$ cat src/rtl/execute_stage_if.sv
// -----------------------------------------------------------------------------
// execute_stage_if
//   Bundles the ID/EX -> EX and EX -> EX/MEM signals of the execute stage.
//   slave  : used by execute_stage (consumes ID/EX fields and hazard/interrupt
//            controls, drives the registered EX/MEM fields, flags, interrupt
//            counter and intBusy).
//   master : used by the upstream pipeline / testbench (the mirror image).
// Parameters
//   DATA_W      datapath width
//   REG_ADDR_W  register-file address width
//   ALU_OP_W    ALU opcode width
// -----------------------------------------------------------------------------
interface execute_stage_if #(
  parameter int DATA_W     = 16,
  parameter int REG_ADDR_W = 3,
  parameter int ALU_OP_W   = 4
);
  // ID/EX side
  logic [ALU_OP_W-1:0]   aluOp;
  logic [DATA_W-1:0]     Rsrc_value;
  logic [DATA_W-1:0]     Rdst_value;
  logic [DATA_W-1:0]     imm;
  logic                  useImm;
  logic [3:0]            shamt;
  logic [REG_ADDR_W-1:0] Rdst_address;
  logic                  memRead;
  logic                  memWrite;
  logic                  WB;
  logic                  push;
  logic                  pop;
  logic [1:0]            shmnt_mem_in;
  logic                  setFlags;
  logic                  stall;
  logic                  flush;
  logic                  intReq;

  // EX/MEM side
  logic [DATA_W-1:0]     EXMEM_ALU_result;
  logic [DATA_W-1:0]     EXMEM_Rsrc_value;
  logic [DATA_W-1:0]     EXMEM_Rdst_value;
  logic [REG_ADDR_W-1:0] EXMEM_Rdst_address;
  logic                  EXMEM_memRead;
  logic                  EXMEM_memWrite;
  logic                  EXMEM_WB;
  logic                  EXMEM_push;
  logic                  EXMEM_pop;
  logic [1:0]            EXMEM_shmnt_mem;
  logic [2:0]            flagReg;
  logic [1:0]            intCounterValue;
  logic                  intSignalFromCounter;
  logic                  intBusy;

  modport slave (
    input  aluOp, Rsrc_value, Rdst_value, imm, useImm, shamt, Rdst_address,
           memRead, memWrite, WB, push, pop, shmnt_mem_in, setFlags, stall,
           flush, intReq,
    output EXMEM_ALU_result, EXMEM_Rsrc_value, EXMEM_Rdst_value,
           EXMEM_Rdst_address, EXMEM_memRead, EXMEM_memWrite, EXMEM_WB,
           EXMEM_push, EXMEM_pop, EXMEM_shmnt_mem, flagReg, intCounterValue,
           intSignalFromCounter, intBusy
  );

  modport master (
    output aluOp, Rsrc_value, Rdst_value, imm, useImm, shamt, Rdst_address,
           memRead, memWrite, WB, push, pop, shmnt_mem_in, setFlags, stall,
           flush, intReq,
    input  EXMEM_ALU_result, EXMEM_Rsrc_value, EXMEM_Rdst_value,
           EXMEM_Rdst_address, EXMEM_memRead, EXMEM_memWrite, EXMEM_WB,
           EXMEM_push, EXMEM_pop, EXMEM_shmnt_mem, flagReg, intCounterValue,
           intSignalFromCounter, intBusy
  );
endinterface

$ cat src/rtl/execute_stage.sv
// -----------------------------------------------------------------------------
// execute_stage
//   Execute stage plus EX/MEM pipeline register. Computes the ALU result, owns
//   the 3-bit flag register ([0]=Z, [1]=N, [2]=C), registers the control bits
//   consumed by the memory stage and sequences interrupt context pushes.
// Ports
//   clk   : single clock, rising edge
//   rst   : asynchronous, active-high reset
//   bus   : execute_stage_if.slave -- ID/EX operands and controls, stall/flush,
//           intReq in; EXMEM_* registered fields, flagReg, intCounterValue,
//           intSignalFromCounter (registered) and intBusy (combinational) out.
// Configuration
//   INT_SAVE_FLAGS_EN defined   : interrupt pushes PC high, PC low, flags
//                                 (counter 01, 10, 11).
//   INT_SAVE_FLAGS_EN undefined : interrupt pushes PC high, PC low only.
// -----------------------------------------------------------------------------
module execute_stage #(
  parameter int DATA_W     = 16,
  parameter int REG_ADDR_W = 3,
  parameter int ALU_OP_W   = 4
) (
  input  logic          clk,
  input  logic          rst,
  execute_stage_if.slave bus
);

  localparam logic [ALU_OP_W-1:0] OP_NOP  = ALU_OP_W'(4'h0);
  localparam logic [ALU_OP_W-1:0] OP_NOT  = ALU_OP_W'(4'h1);
  localparam logic [ALU_OP_W-1:0] OP_INC  = ALU_OP_W'(4'h2);
  localparam logic [ALU_OP_W-1:0] OP_DEC  = ALU_OP_W'(4'h3);
  localparam logic [ALU_OP_W-1:0] OP_ADD  = ALU_OP_W'(4'h4);
  localparam logic [ALU_OP_W-1:0] OP_SUB  = ALU_OP_W'(4'h5);
  localparam logic [ALU_OP_W-1:0] OP_AND  = ALU_OP_W'(4'h6);
  localparam logic [ALU_OP_W-1:0] OP_OR   = ALU_OP_W'(4'h7);
  localparam logic [ALU_OP_W-1:0] OP_SHL  = ALU_OP_W'(4'h8);
  localparam logic [ALU_OP_W-1:0] OP_SHR  = ALU_OP_W'(4'h9);
  localparam logic [ALU_OP_W-1:0] OP_MOV  = ALU_OP_W'(4'hA);
  localparam logic [ALU_OP_W-1:0] OP_SETC = ALU_OP_W'(4'hB);
  localparam logic [ALU_OP_W-1:0] OP_CLRC = ALU_OP_W'(4'hC);

  // State encoding doubles as the push-slot number handed to the memory stage.
  typedef enum logic [1:0] {
    IDLE  = 2'b00,
    PUSH1 = 2'b01,
    PUSH2 = 2'b10,
    PUSH3 = 2'b11
  } int_state_e;

  int_state_e state_q, state_d;
  logic       cooldown_q, cooldown_d;
  logic       int_busy;
  logic       bubble;

  // ALU
  logic [DATA_W-1:0] op_a, op_b, alu_result;
  logic [DATA_W:0]   wide;
  logic              alu_c;
  logic              c_valid;

  // EX/MEM register and flags
  logic [DATA_W-1:0]     alu_result_q, alu_result_d;
  logic [DATA_W-1:0]     rsrc_value_q, rsrc_value_d;
  logic [DATA_W-1:0]     rdst_value_q, rdst_value_d;
  logic [REG_ADDR_W-1:0] rdst_address_q, rdst_address_d;
  logic                  mem_read_q, mem_read_d;
  logic                  mem_write_q, mem_write_d;
  logic                  wb_q, wb_d;
  logic                  push_q, push_d;
  logic                  pop_q, pop_d;
  logic [1:0]            shmnt_mem_q, shmnt_mem_d;
  logic [2:0]            flag_q, flag_d;
  logic [1:0]            int_counter_q, int_counter_d;
  logic                  int_signal_q, int_signal_d;

  // ---------------------------------------------------------------------------
  // ALU: 17-bit internal arithmetic so the carry/borrow falls out of bit DATA_W.
  // ---------------------------------------------------------------------------
  // NOTE: every signal assigned in an always_comb gets a default first, so no
  // path through the case/if tree can leave it unassigned and infer a latch.
  always_comb begin
    op_a       = bus.Rdst_value;
    op_b       = bus.useImm ? bus.imm : bus.Rsrc_value;
    alu_result = op_a;
    wide       = '0;
    alu_c      = 1'b0;
    c_valid    = 1'b0;
    case (bus.aluOp)
      OP_NOP: alu_result = op_a;
      OP_NOT: alu_result = ~op_a;
      OP_INC: begin
        wide       = {1'b0, op_a} + (DATA_W+1)'(1);
        alu_result = wide[DATA_W-1:0];
        alu_c      = wide[DATA_W];
        c_valid    = 1'b1;
      end
      OP_DEC: begin
        wide       = {1'b0, op_a} - (DATA_W+1)'(1);
        alu_result = wide[DATA_W-1:0];
        alu_c      = wide[DATA_W];
        c_valid    = 1'b1;
      end
      OP_ADD: begin
        wide       = {1'b0, op_a} + {1'b0, op_b};
        alu_result = wide[DATA_W-1:0];
        alu_c      = wide[DATA_W];
        c_valid    = 1'b1;
      end
      OP_SUB: begin
        // Bit DATA_W of the wide difference is the borrow.
        wide       = {1'b0, op_a} - {1'b0, op_b};
        alu_result = wide[DATA_W-1:0];
        alu_c      = wide[DATA_W];
        c_valid    = 1'b1;
      end
      OP_AND: alu_result = op_a & op_b;
      OP_OR:  alu_result = op_a | op_b;
      OP_SHL: begin
        // The last bit shifted out lands in bit DATA_W.
        wide       = {1'b0, op_a} << bus.shamt;
        alu_result = wide[DATA_W-1:0];
        alu_c      = wide[DATA_W];
        c_valid    = (bus.shamt != 4'd0);
      end
      OP_SHR: begin
        // A guard bit below the LSB catches the last bit shifted out.
        wide       = {op_a, 1'b0} >> bus.shamt;
        alu_result = wide[DATA_W:1];
        alu_c      = wide[0];
        c_valid    = (bus.shamt != 4'd0);
      end
      // MOV has no carry-out, so C is left as it was.
      OP_MOV: alu_result = op_b;
      OP_SETC: begin
        alu_c   = 1'b1;
        c_valid = 1'b1;
      end
      OP_CLRC: begin
        alu_c   = 1'b0;
        c_valid = 1'b1;
      end
      default: alu_result = op_a;
    endcase
  end

  // ---------------------------------------------------------------------------
  // Interrupt FSM. intBusy rises combinationally in the request cycle so the
  // upstream stages hold the instruction currently in EX; that instruction is
  // replayed once the sequence ends. The first IDLE cycle after a sequence
  // ignores intReq so the held instruction is guaranteed to retire.
  // ---------------------------------------------------------------------------
  always_comb begin
    state_d  = state_q;
    int_busy = 1'b0;
    case (state_q)
      IDLE: begin
        if (bus.intReq && !bus.flush && !cooldown_q && !rst) begin
          state_d  = PUSH1;
          int_busy = 1'b1;
        end
      end
      PUSH1: begin
        state_d  = PUSH2;
        int_busy = 1'b1;
      end
      PUSH2: begin
`ifdef INT_SAVE_FLAGS_EN
        state_d  = PUSH3;
`else
        state_d  = IDLE;
`endif
        int_busy = 1'b1;
      end
      PUSH3: begin
        state_d  = IDLE;
        int_busy = 1'b1;
      end
      default: state_d = IDLE;
    endcase
    cooldown_d = (state_q != IDLE) && (state_d == IDLE);
  end

  // ---------------------------------------------------------------------------
  // EX/MEM next values. The push slot is what the register holds while the FSM
  // is (about to be) in a PUSH state; every other busy cycle is a bubble.
  // ---------------------------------------------------------------------------
  always_comb begin
    bubble = bus.flush || bus.stall;

    alu_result_d   = alu_result;
    rsrc_value_d   = bus.Rsrc_value;
    rdst_value_d   = bus.Rdst_value;
    rdst_address_d = bus.Rdst_address;

    mem_read_d  = bus.memRead;
    mem_write_d = bus.memWrite;
    wb_d        = bus.WB;
    push_d      = bus.push;
    pop_d       = bus.pop;
    shmnt_mem_d = bus.shmnt_mem_in;

    if (state_d != IDLE) begin
      mem_read_d  = 1'b0;
      mem_write_d = 1'b1;
      wb_d        = 1'b0;
      push_d      = 1'b1;
      pop_d       = 1'b0;
      shmnt_mem_d = 2'b00;
    end else if (int_busy || bubble) begin
      mem_read_d  = 1'b0;
      mem_write_d = 1'b0;
      wb_d        = 1'b0;
      push_d      = 1'b0;
      pop_d       = 1'b0;
      shmnt_mem_d = 2'b00;
    end

    int_counter_d = state_d;
    int_signal_d  = (state_d != IDLE);

    flag_d = flag_q;
    if (bus.setFlags && !bubble && !int_busy) begin
      flag_d[0] = (alu_result == '0);
      flag_d[1] = alu_result[DATA_W-1];
      if (c_valid) flag_d[2] = alu_c;
    end
  end

  // NOTE: state registers use non-blocking assignments so every flop samples
  // its _d value from before the edge, independent of statement order.
  always_ff @(posedge clk or posedge rst) begin
    if (rst) begin
      state_q        <= IDLE;
      cooldown_q     <= 1'b0;
      alu_result_q   <= '0;
      rsrc_value_q   <= '0;
      rdst_value_q   <= '0;
      rdst_address_q <= '0;
      mem_read_q     <= 1'b0;
      mem_write_q    <= 1'b0;
      wb_q           <= 1'b0;
      push_q         <= 1'b0;
      pop_q          <= 1'b0;
      shmnt_mem_q    <= 2'b00;
      flag_q         <= 3'b000;
      int_counter_q  <= 2'b00;
      int_signal_q   <= 1'b0;
    end else begin
      state_q        <= state_d;
      cooldown_q     <= cooldown_d;
      alu_result_q   <= alu_result_d;
      rsrc_value_q   <= rsrc_value_d;
      rdst_value_q   <= rdst_value_d;
      rdst_address_q <= rdst_address_d;
      mem_read_q     <= mem_read_d;
      mem_write_q    <= mem_write_d;
      wb_q           <= wb_d;
      push_q         <= push_d;
      pop_q          <= pop_d;
      shmnt_mem_q    <= shmnt_mem_d;
      flag_q         <= flag_d;
      int_counter_q  <= int_counter_d;
      int_signal_q   <= int_signal_d;
    end
  end

  assign bus.EXMEM_ALU_result     = alu_result_q;
  assign bus.EXMEM_Rsrc_value     = rsrc_value_q;
  assign bus.EXMEM_Rdst_value     = rdst_value_q;
  assign bus.EXMEM_Rdst_address   = rdst_address_q;
  assign bus.EXMEM_memRead        = mem_read_q;
  assign bus.EXMEM_memWrite       = mem_write_q;
  assign bus.EXMEM_WB             = wb_q;
  assign bus.EXMEM_push           = push_q;
  assign bus.EXMEM_pop            = pop_q;
  assign bus.EXMEM_shmnt_mem      = shmnt_mem_q;
  assign bus.flagReg              = flag_q;
  assign bus.intCounterValue      = int_counter_q;
  assign bus.intSignalFromCounter = int_signal_q;
  assign bus.intBusy              = int_busy;

endmodule
$ cat src/flat_wrapper.sv
// flat-port wrapper written by rule: the top's interface ports become plain ports
module execute_stage_flat 
#(
  parameter int DATA_W     = 16,
  parameter int REG_ADDR_W = 3,
  parameter int ALU_OP_W   = 4
)
  (clk, rst, bus_aluOp, bus_Rsrc_value, bus_Rdst_value, bus_imm, bus_useImm, bus_shamt, bus_Rdst_address, bus_memRead, bus_memWrite, bus_WB, bus_push, bus_pop, bus_shmnt_mem_in, bus_setFlags, bus_stall, bus_flush, bus_intReq, bus_EXMEM_ALU_result, bus_EXMEM_Rsrc_value, bus_EXMEM_Rdst_value, bus_EXMEM_Rdst_address, bus_EXMEM_memRead, bus_EXMEM_memWrite, bus_EXMEM_WB, bus_EXMEM_push, bus_EXMEM_pop, bus_EXMEM_shmnt_mem, bus_flagReg, bus_intCounterValue, bus_intSignalFromCounter, bus_intBusy);
  execute_stage_if #(.DATA_W(DATA_W), .REG_ADDR_W(REG_ADDR_W), .ALU_OP_W(ALU_OP_W)) bus_i ();
  input  logic clk;
  input  logic rst;
  input wire logic [$bits(bus_i.aluOp)-1:0] bus_aluOp;
  input wire logic [$bits(bus_i.Rsrc_value)-1:0] bus_Rsrc_value;
  input wire logic [$bits(bus_i.Rdst_value)-1:0] bus_Rdst_value;
  input wire logic [$bits(bus_i.imm)-1:0] bus_imm;
  input wire logic [$bits(bus_i.useImm)-1:0] bus_useImm;
  input wire logic [$bits(bus_i.shamt)-1:0] bus_shamt;
  input wire logic [$bits(bus_i.Rdst_address)-1:0] bus_Rdst_address;
  input wire logic [$bits(bus_i.memRead)-1:0] bus_memRead;
  input wire logic [$bits(bus_i.memWrite)-1:0] bus_memWrite;
  input wire logic [$bits(bus_i.WB)-1:0] bus_WB;
  input wire logic [$bits(bus_i.push)-1:0] bus_push;
  input wire logic [$bits(bus_i.pop)-1:0] bus_pop;
  input wire logic [$bits(bus_i.shmnt_mem_in)-1:0] bus_shmnt_mem_in;
  input wire logic [$bits(bus_i.setFlags)-1:0] bus_setFlags;
  input wire logic [$bits(bus_i.stall)-1:0] bus_stall;
  input wire logic [$bits(bus_i.flush)-1:0] bus_flush;
  input wire logic [$bits(bus_i.intReq)-1:0] bus_intReq;
  output wire logic [$bits(bus_i.EXMEM_ALU_result)-1:0] bus_EXMEM_ALU_result;
  output wire logic [$bits(bus_i.EXMEM_Rsrc_value)-1:0] bus_EXMEM_Rsrc_value;
  output wire logic [$bits(bus_i.EXMEM_Rdst_value)-1:0] bus_EXMEM_Rdst_value;
  output wire logic [$bits(bus_i.EXMEM_Rdst_address)-1:0] bus_EXMEM_Rdst_address;
  output wire logic [$bits(bus_i.EXMEM_memRead)-1:0] bus_EXMEM_memRead;
  output wire logic [$bits(bus_i.EXMEM_memWrite)-1:0] bus_EXMEM_memWrite;
  output wire logic [$bits(bus_i.EXMEM_WB)-1:0] bus_EXMEM_WB;
  output wire logic [$bits(bus_i.EXMEM_push)-1:0] bus_EXMEM_push;
  output wire logic [$bits(bus_i.EXMEM_pop)-1:0] bus_EXMEM_pop;
  output wire logic [$bits(bus_i.EXMEM_shmnt_mem)-1:0] bus_EXMEM_shmnt_mem;
  output wire logic [$bits(bus_i.flagReg)-1:0] bus_flagReg;
  output wire logic [$bits(bus_i.intCounterValue)-1:0] bus_intCounterValue;
  output wire logic [$bits(bus_i.intSignalFromCounter)-1:0] bus_intSignalFromCounter;
  output wire logic [$bits(bus_i.intBusy)-1:0] bus_intBusy;
  assign bus_i.aluOp = bus_aluOp;
  assign bus_i.Rsrc_value = bus_Rsrc_value;
  assign bus_i.Rdst_value = bus_Rdst_value;
  assign bus_i.imm = bus_imm;
  assign bus_i.useImm = bus_useImm;
  assign bus_i.shamt = bus_shamt;
  assign bus_i.Rdst_address = bus_Rdst_address;
  assign bus_i.memRead = bus_memRead;
  assign bus_i.memWrite = bus_memWrite;
  assign bus_i.WB = bus_WB;
  assign bus_i.push = bus_push;
  assign bus_i.pop = bus_pop;
  assign bus_i.shmnt_mem_in = bus_shmnt_mem_in;
  assign bus_i.setFlags = bus_setFlags;
  assign bus_i.stall = bus_stall;
  assign bus_i.flush = bus_flush;
  assign bus_i.intReq = bus_intReq;
  assign bus_EXMEM_ALU_result = bus_i.EXMEM_ALU_result;
  assign bus_EXMEM_Rsrc_value = bus_i.EXMEM_Rsrc_value;
  assign bus_EXMEM_Rdst_value = bus_i.EXMEM_Rdst_value;
  assign bus_EXMEM_Rdst_address = bus_i.EXMEM_Rdst_address;
  assign bus_EXMEM_memRead = bus_i.EXMEM_memRead;
  assign bus_EXMEM_memWrite = bus_i.EXMEM_memWrite;
  assign bus_EXMEM_WB = bus_i.EXMEM_WB;
  assign bus_EXMEM_push = bus_i.EXMEM_push;
  assign bus_EXMEM_pop = bus_i.EXMEM_pop;
  assign bus_EXMEM_shmnt_mem = bus_i.EXMEM_shmnt_mem;
  assign bus_flagReg = bus_i.flagReg;
  assign bus_intCounterValue = bus_i.intCounterValue;
  assign bus_intSignalFromCounter = bus_i.intSignalFromCounter;
  assign bus_intBusy = bus_i.intBusy;
  execute_stage #(.DATA_W(DATA_W), .REG_ADDR_W(REG_ADDR_W), .ALU_OP_W(ALU_OP_W)) u_core (.clk(clk), .rst(rst), .bus(bus_i));
endmodule
$ cat config.mk
export PLATFORM = sky130hd
export DESIGN_NAME = execute_stage_flat
export DESIGN_NICKNAME = d
export VERILOG_FILES = /design/src/rtl/execute_stage_if.sv /design/src/rtl/execute_stage.sv /design/src/flat_wrapper.sv
export SDC_FILE = /design/constraint.sdc
export NUM_CORES = 1
export LEC_CHECK = 0
export CORE_MARGIN = 2
export CORE_UTILIZATION = 50
export DETAILED_ROUTE_END_ITERATION = 6
export GPL_TIMING_DRIVEN = 0
export PLACE_DENSITY = 0.77
export SLEW_MARGIN = 20
export SYNTH_ARGS = -nofsm -noshare
export SYNTH_HDL_FRONTEND = slang
export SYNTH_SLANG_ARGS = --single-unit
$ cat constraint.sdc
create_clock -name clk -period 5.3 [get_ports clk]
set_input_delay 0.53 -clock clk [delete_from_list [all_inputs] [get_ports clk]]
set_output_delay 0.53 -clock clk [all_outputs]
set_load 0.005 [all_outputs]
Yosys cells after proc, flatten, opt, wreduce, memory -nomap -nowiden
Index checks and enable logic that the tools add are counted.
Word-level totals
  flip-flop bits (word level): 65
  word-level logic and storage cells: 83
Cells by class
  add/subtract/negate cells: 4
  eq/ne operators: 15
  shift operators: 2
  muxes and demuxes: 20
  bitwise operators: 3
  reduce and logical (&&, ||, !) cells: 24
Operator list (number)
  $pmux 16 s10: 1
  $eq 4x4->1 const B: 5
  $add 16x1->17 const B: 1
  $add 16x16->17: 1
  $shl 16x4->17: 1
  $shr 17x4->17: 1
  $sub 16x1->17 const B: 1
  $sub 16x16->17: 1
  $and 16x16->16: 1
  $eq 4x3->1 const B: 4
  $logic_not 16->1: 1
  $mux 16: 1
  $not 16->16: 1
  $or 16x16->16: 1
  $mux 1: 11
  $eq 4x2->1 const B: 2
  $pmux 1 s7: 1
  $logic_and 1x1->1: 6
  $mux 2: 3
  $pmux 2 s3: 1
  $reduce_or 6->1: 1
  $logic_not 1->1: 5
  $eq 2x2->1 const B: 2
  $eq 4x1->1 const B: 1
  other kinds (9): 14

Depth between registers and ports, before layout
  word-level depth: 9
  gate-level depth with buffers: 15
  depth with buffers taken out: 13

Least setup slack after synthesis
OpenSTA, ideal clock, no wires.
  kind: in2reg
  from: input bus_useImm
  to: register u_core.flag_q[1], in the netlist u_core.bus.flagReg[1]
  data arrival time: 3917 ps
  required time: 5175 ps
  path slack: 1258 ps
  stages on the path: 13
  path buffers: 2
  cell sequence: clkbuf_1 buf_1 mux2_2 inv_1 ha_1 a2111oi_0 nand3_1 a311o_1 a221o_1 a221oi_2 xnor2_1 o21ai_2 mux2_2
Between the ends
  longest elaborated chain between the ends: 3
  elaborated cells between the ends (all ways): 6
  classes of those cells: add/sub: 2; mux: 2; bitwise: 2
RTL lines
  start, declared: RTL line flat_wrapper.sv:16  | input wire logic [$bits(bus_i.useImm)-1:0] bus_useImm;
  $mux 16 *: RTL line execute_stage.sv:82  | op_b = bus.useImm ? bus.imm : bus.Rsrc_value;
  $sub 16x16->17 (tied with other cells): RTL line execute_stage.sv:110  | wide = {1'b0, op_a} - {1'b0, op_b};
  $pmux 16 s10 *: RTL line execute_stage.sv:87  | case (bus.aluOp)
  via u_core.alu_result[15]: RTL line execute_stage.sv:55  | logic [DATA_W-1:0] op_a, op_b, alu_result;
  end signal, assigned: RTL line execute_stage.sv:260  | flag_q <= flag_d;
  end, declared: RTL line execute_stage.sv:71  | logic [2:0] flag_q, flag_d;
The timed path passes the listed nets; every way through them passes the cells marked *.
A chain may end at the register's enable or synchronous reset.

Final worst setup path
  from: input bus_Rdst_value[5]
  to: register u_core.flag_q[0], in the netlist u_core.bus.flagReg[0]
Between the ends
  longest elaborated chain between the ends: 3
  elaborated cells between the ends (all ways): 11
  classes of those cells: add/sub: 4; shift: 2; mux: 1; bitwise: 3; reduce/logical: 1
RTL lines
  start, declared: RTL line flat_wrapper.sv:14  | input wire logic [$bits(bus_i.Rdst_value)-1:0] bus_Rdst_value;
  $sub 16x16->17 (tied with other cells): RTL line execute_stage.sv:110
  $pmux 16 s10 *: RTL line execute_stage.sv:87
  via u_core.alu_result[6]: RTL line execute_stage.sv:55
  $logic_not 16->1 *: RTL line execute_stage.sv:222  | flag_d[0] = (alu_result == '0);
Marks and branches as above.

==> impl_results.md <==
- Result of the run: complete, no violations
- Antenna Nets Post-Route: 0
- Total Nets Final: 1158
- Critical Setup Path Class: in2reg
- I/O pin cnt: 138
- Number of maximum-capacitance violations: 0
- Cell at the root of the clock tree: sky130_fd_sc_hd__clkbuf_16
- Clock-pin slew on the worst setup and hold paths: 60 ps
- Overall via count from detail_route: 8415
- Leakage Power: 3.855 nW
- # port buffers: 134
- Maximum VDD drop: 0.1433 mV
- Worst slew pin tran: 1137 ps
- Clock net sink count: 65
- Detailed router's first-iteration violation count: 1273
- Data required, critical path: 5570 ps
- Number of synthesized register bits: 65
- Hold violation count in the final report: 0
- Post-route cell area: 9345 µm²
- Synth Area per Inst: 8.435 µm²
- Synth unique cells: 90
- Class of the most critical hold timing path: reg2reg
- Post-synthesis sequential area ratio: 0.2184
- Vertical die dimension: 126.1 µm
- First-pass GRT wire length: 46950 µm
- Top post-synthesis cells by count: 65 x sky130_fd_sc_hd__dfrtp_1, 58 x sky130_fd_sc_hd__nand2_1, 57 x sky130_fd_sc_hd__nor2_1
- Die Footprint: 15890 µm²
- Die Wd: 126.1 µm
- Worst max-slew margin expressed relative to the limit: 0.2347
- Hold buffer count at cts: 0
- Total Neg Setup Slack: 0 ps
- Starting density of the core: 0.5125
- Clock tree from TritonCTS: yes
- Count of endpoints failing setup in the final report: 0
- Tcrit/Tclk final: 0.9137
- Pre-CTS setup slack: 318.7 ps
- Antenna Diode Count: 0
- Layout cells sized above 1: 0.1044
- Number of global-route vias before repair: 7762
- Number of enable flip-flop cells after synthesis: 0
- DR WL/cell: 25.40 µm
- Global placement routability congestion: 1.030
- Row count: 44
- Global-route usage over all layers: 0.3858
- Launching element type of the critical path: input port
- DRC violations left: 0
- Final HPWL from detailed placement: 23890 µm
- H-Tree Level Count: 3
- Cell with the most instances after synthesis: sky130_fd_sc_hd__dfrtp_1
- Post-route worst setup slack: 457.2 ps
- Number of setup buffers added after CTS: 0
- WL final: 30940 µm
- Gate count of the mapped netlist: 883
- Top cells by area, synth: sky130_fd_sc_hd__dfrtp_1 22%, sky130_fd_sc_hd__ha_1 9.1%, sky130_fd_sc_hd__mux2i_1 5.6%, sky130_fd_sc_hd__mux4_2 5.1%, sky130_fd_sc_hd__mux2_2 3.5%
- Number of antenna violations at the first check in global routing: 1
- Cell area after synthesis: 7448 µm²
- Unrepaired setup endpoints after global routing: no
- Worst-Skew Late Latency: 360 ps
- Core region area: 14530 µm²
- Cell Pwr Density: 213.3 nW/µm²
- Number of max-slew violations in the final report: 0
- Synthesis Warnings: 0
- Fmax: 206.5 MHz
- Most frequently used flop master after synthesis: sky130_fd_sc_hd__dfrtp_1
- Worst-case clock skew: 7.528 ps
- Clock buffer count from CTS: 9
- Syn nets: 1012
- Area fraction of the dominant cell type after synthesis: 0.2184
- Synth-to-Final Area Change: 25.47%
- Drt pass-1 iters: 6
- Kind of end point of the critical path: register
- Worst-path fanout max: 10
- Cell taking the most area after synthesis: sky130_fd_sc_hd__dfrtp_1
- Overflow left after global routing: 0
- Share of flip-flops with an asynchronous set or reset after synthesis: 1.000
- Post-detailed-route via-to-cell ratio: 6.909
- # resized after CTS: 0
- Maximum root-to-sink buffer count: 2
- Post-DP Area: 9042 µm²
- Data arrival time of the worst path: 5120 ps
- Post-layout minimum cycle time: 4843 ps
- Largest net degree at the start of global routing: 38
## through the flow
stage                     hold slack, ps  std cells  utilization  power, mW
after detailed placement           500.3       1202       0.6222      1.326
after global routing               526.9       1218       0.6430      2.074
after CTS                          510.1       1218       0.6430      1.982
final                              506.3       1218       0.6430      1.993
after global placement             476.5       1201       0.6206      1.322
after floorplan                    476.9        883            -      1.007
## placed cells by master (no fill, tap or decap), drive strengths merged, types with 8 or more instances in the layout
cell           instances
buf                   30
nand4                 17
mux4                  17
clkbuf                60
mux2i                 42
and2                  11
nand2                 58
and3                   8
clkdlybuf4s50        134
or3                    8
ha                    54
a21o                  11
o21ai                 48
dfrtp                 65
a2111oi               10
a221oi                 9
nor2b                 10
nor4                  10
nor3                  22
nor2                  57
xnor2                 21
o211ai                10
nand3                 22
o22ai                 13
mux2                  23
a31oi                 10
inv                   56
a21oi                 41
## cell type report
cell class                 instances  area [µm²]
multi-input combinational        684        5276
timing repair buffer             135        1361
clock buffer                       9       225.2
sequential                        65        1627
inverter                          54       205.2
fill                            1254        5189
tap                              184       230.2
buffer                            80       342.8
clock inverter                     7       77.57
## final timing paths
path	cells after the start	slack (ps)	endpoint	start
worst max-delay path	14	460	u_core.bus.flagReg[0]	bus_Rdst_value[5]
worst min-delay path	1	510	u_core.state_q[0]	u_core.state_q[0]
worst max register to register	8	1790	u_core.bus.flagReg[2]	u_core.state_q[0]
worst min register to register	1	510	u_core.state_q[0]	u_core.state_q[0]
max in group asynchronous	3	4220	u_core.bus.EXMEM_Rsrc_value[4]	rst
min in group asynchronous	2	540	u_core.bus.EXMEM_Rdst_value[7]	rst
## kinds of logic after synthesis
kind of cell / share of synthesized area
fa+ha+maj: 0.09609
flops: 0.2184
compound gates: 0.2409
xor+xnor: 0.02822
buf+inv: 0.07324
simple gates: 0.2006
mux: 0.1426
## flip-flops by register name (all words and copies together) (netlist names)
signal	cells
u_core.bus.flagReg	3
u_core.cooldown_q	1
u_core.bus.intSignalFromCounter	1
u_core.state_q	2
u_core.bus.EXMEM_Rdst_address	3
u_core.bus.EXMEM_shmnt_mem	2
u_core.bus.EXMEM_Rsrc_value	16
u_core.bus.EXMEM_memRead	1
u_core.bus.EXMEM_WB	1
u_core.bus.EXMEM_Rdst_value	16
u_core.bus.EXMEM_ALU_result	16
u_core.bus.EXMEM_memWrite	1
u_core.bus.EXMEM_pop	1
u_core.bus.EXMEM_push	1
## worst max-delay path, cell delays in order
cell and delay [ps]:
sky130_fd_sc_hd__clkdlybuf4s50_1 550, sky130_fd_sc_hd__clkbuf_1 560, sky130_fd_sc_hd__clkbuf_1 480, sky130_fd_sc_hd__inv_1 200, sky130_fd_sc_hd__ha_1 450, sky130_fd_sc_hd__nand2b_1 180, sky130_fd_sc_hd__a221oi_1 160, sky130_fd_sc_hd__a2111oi_2 360
sky130_fd_sc_hd__o2111a_1 290, sky130_fd_sc_hd__o2111ai_1 300, sky130_fd_sc_hd__nor4_1 330, sky130_fd_sc_hd__and3_1 350, sky130_fd_sc_hd__nand4b_1 150, sky130_fd_sc_hd__o31ai_2 220
## per-layer routing
metal,up-vias,wire [µm],global-route usage,share of wire
met5,-,11,0,0.00036
met4,2,1466,0.1700,0.047
met3,129,4154,0.1105,0.13
met2,695,13340,0.5813,0.43
met1,3975,11970,0.5168,0.39
li1,3614,-,-,-
## report_power, final
part	leakage (nW)	total [mW]	internal [mW]	switching [mW]
sequential	0.781	0.551	0.538	0.0124
combinational	2.93	0.796	0.343	0.453
clock	0.146	0.647	0.369	0.278
Note: power is estimated with default switching activity, not from simulation.
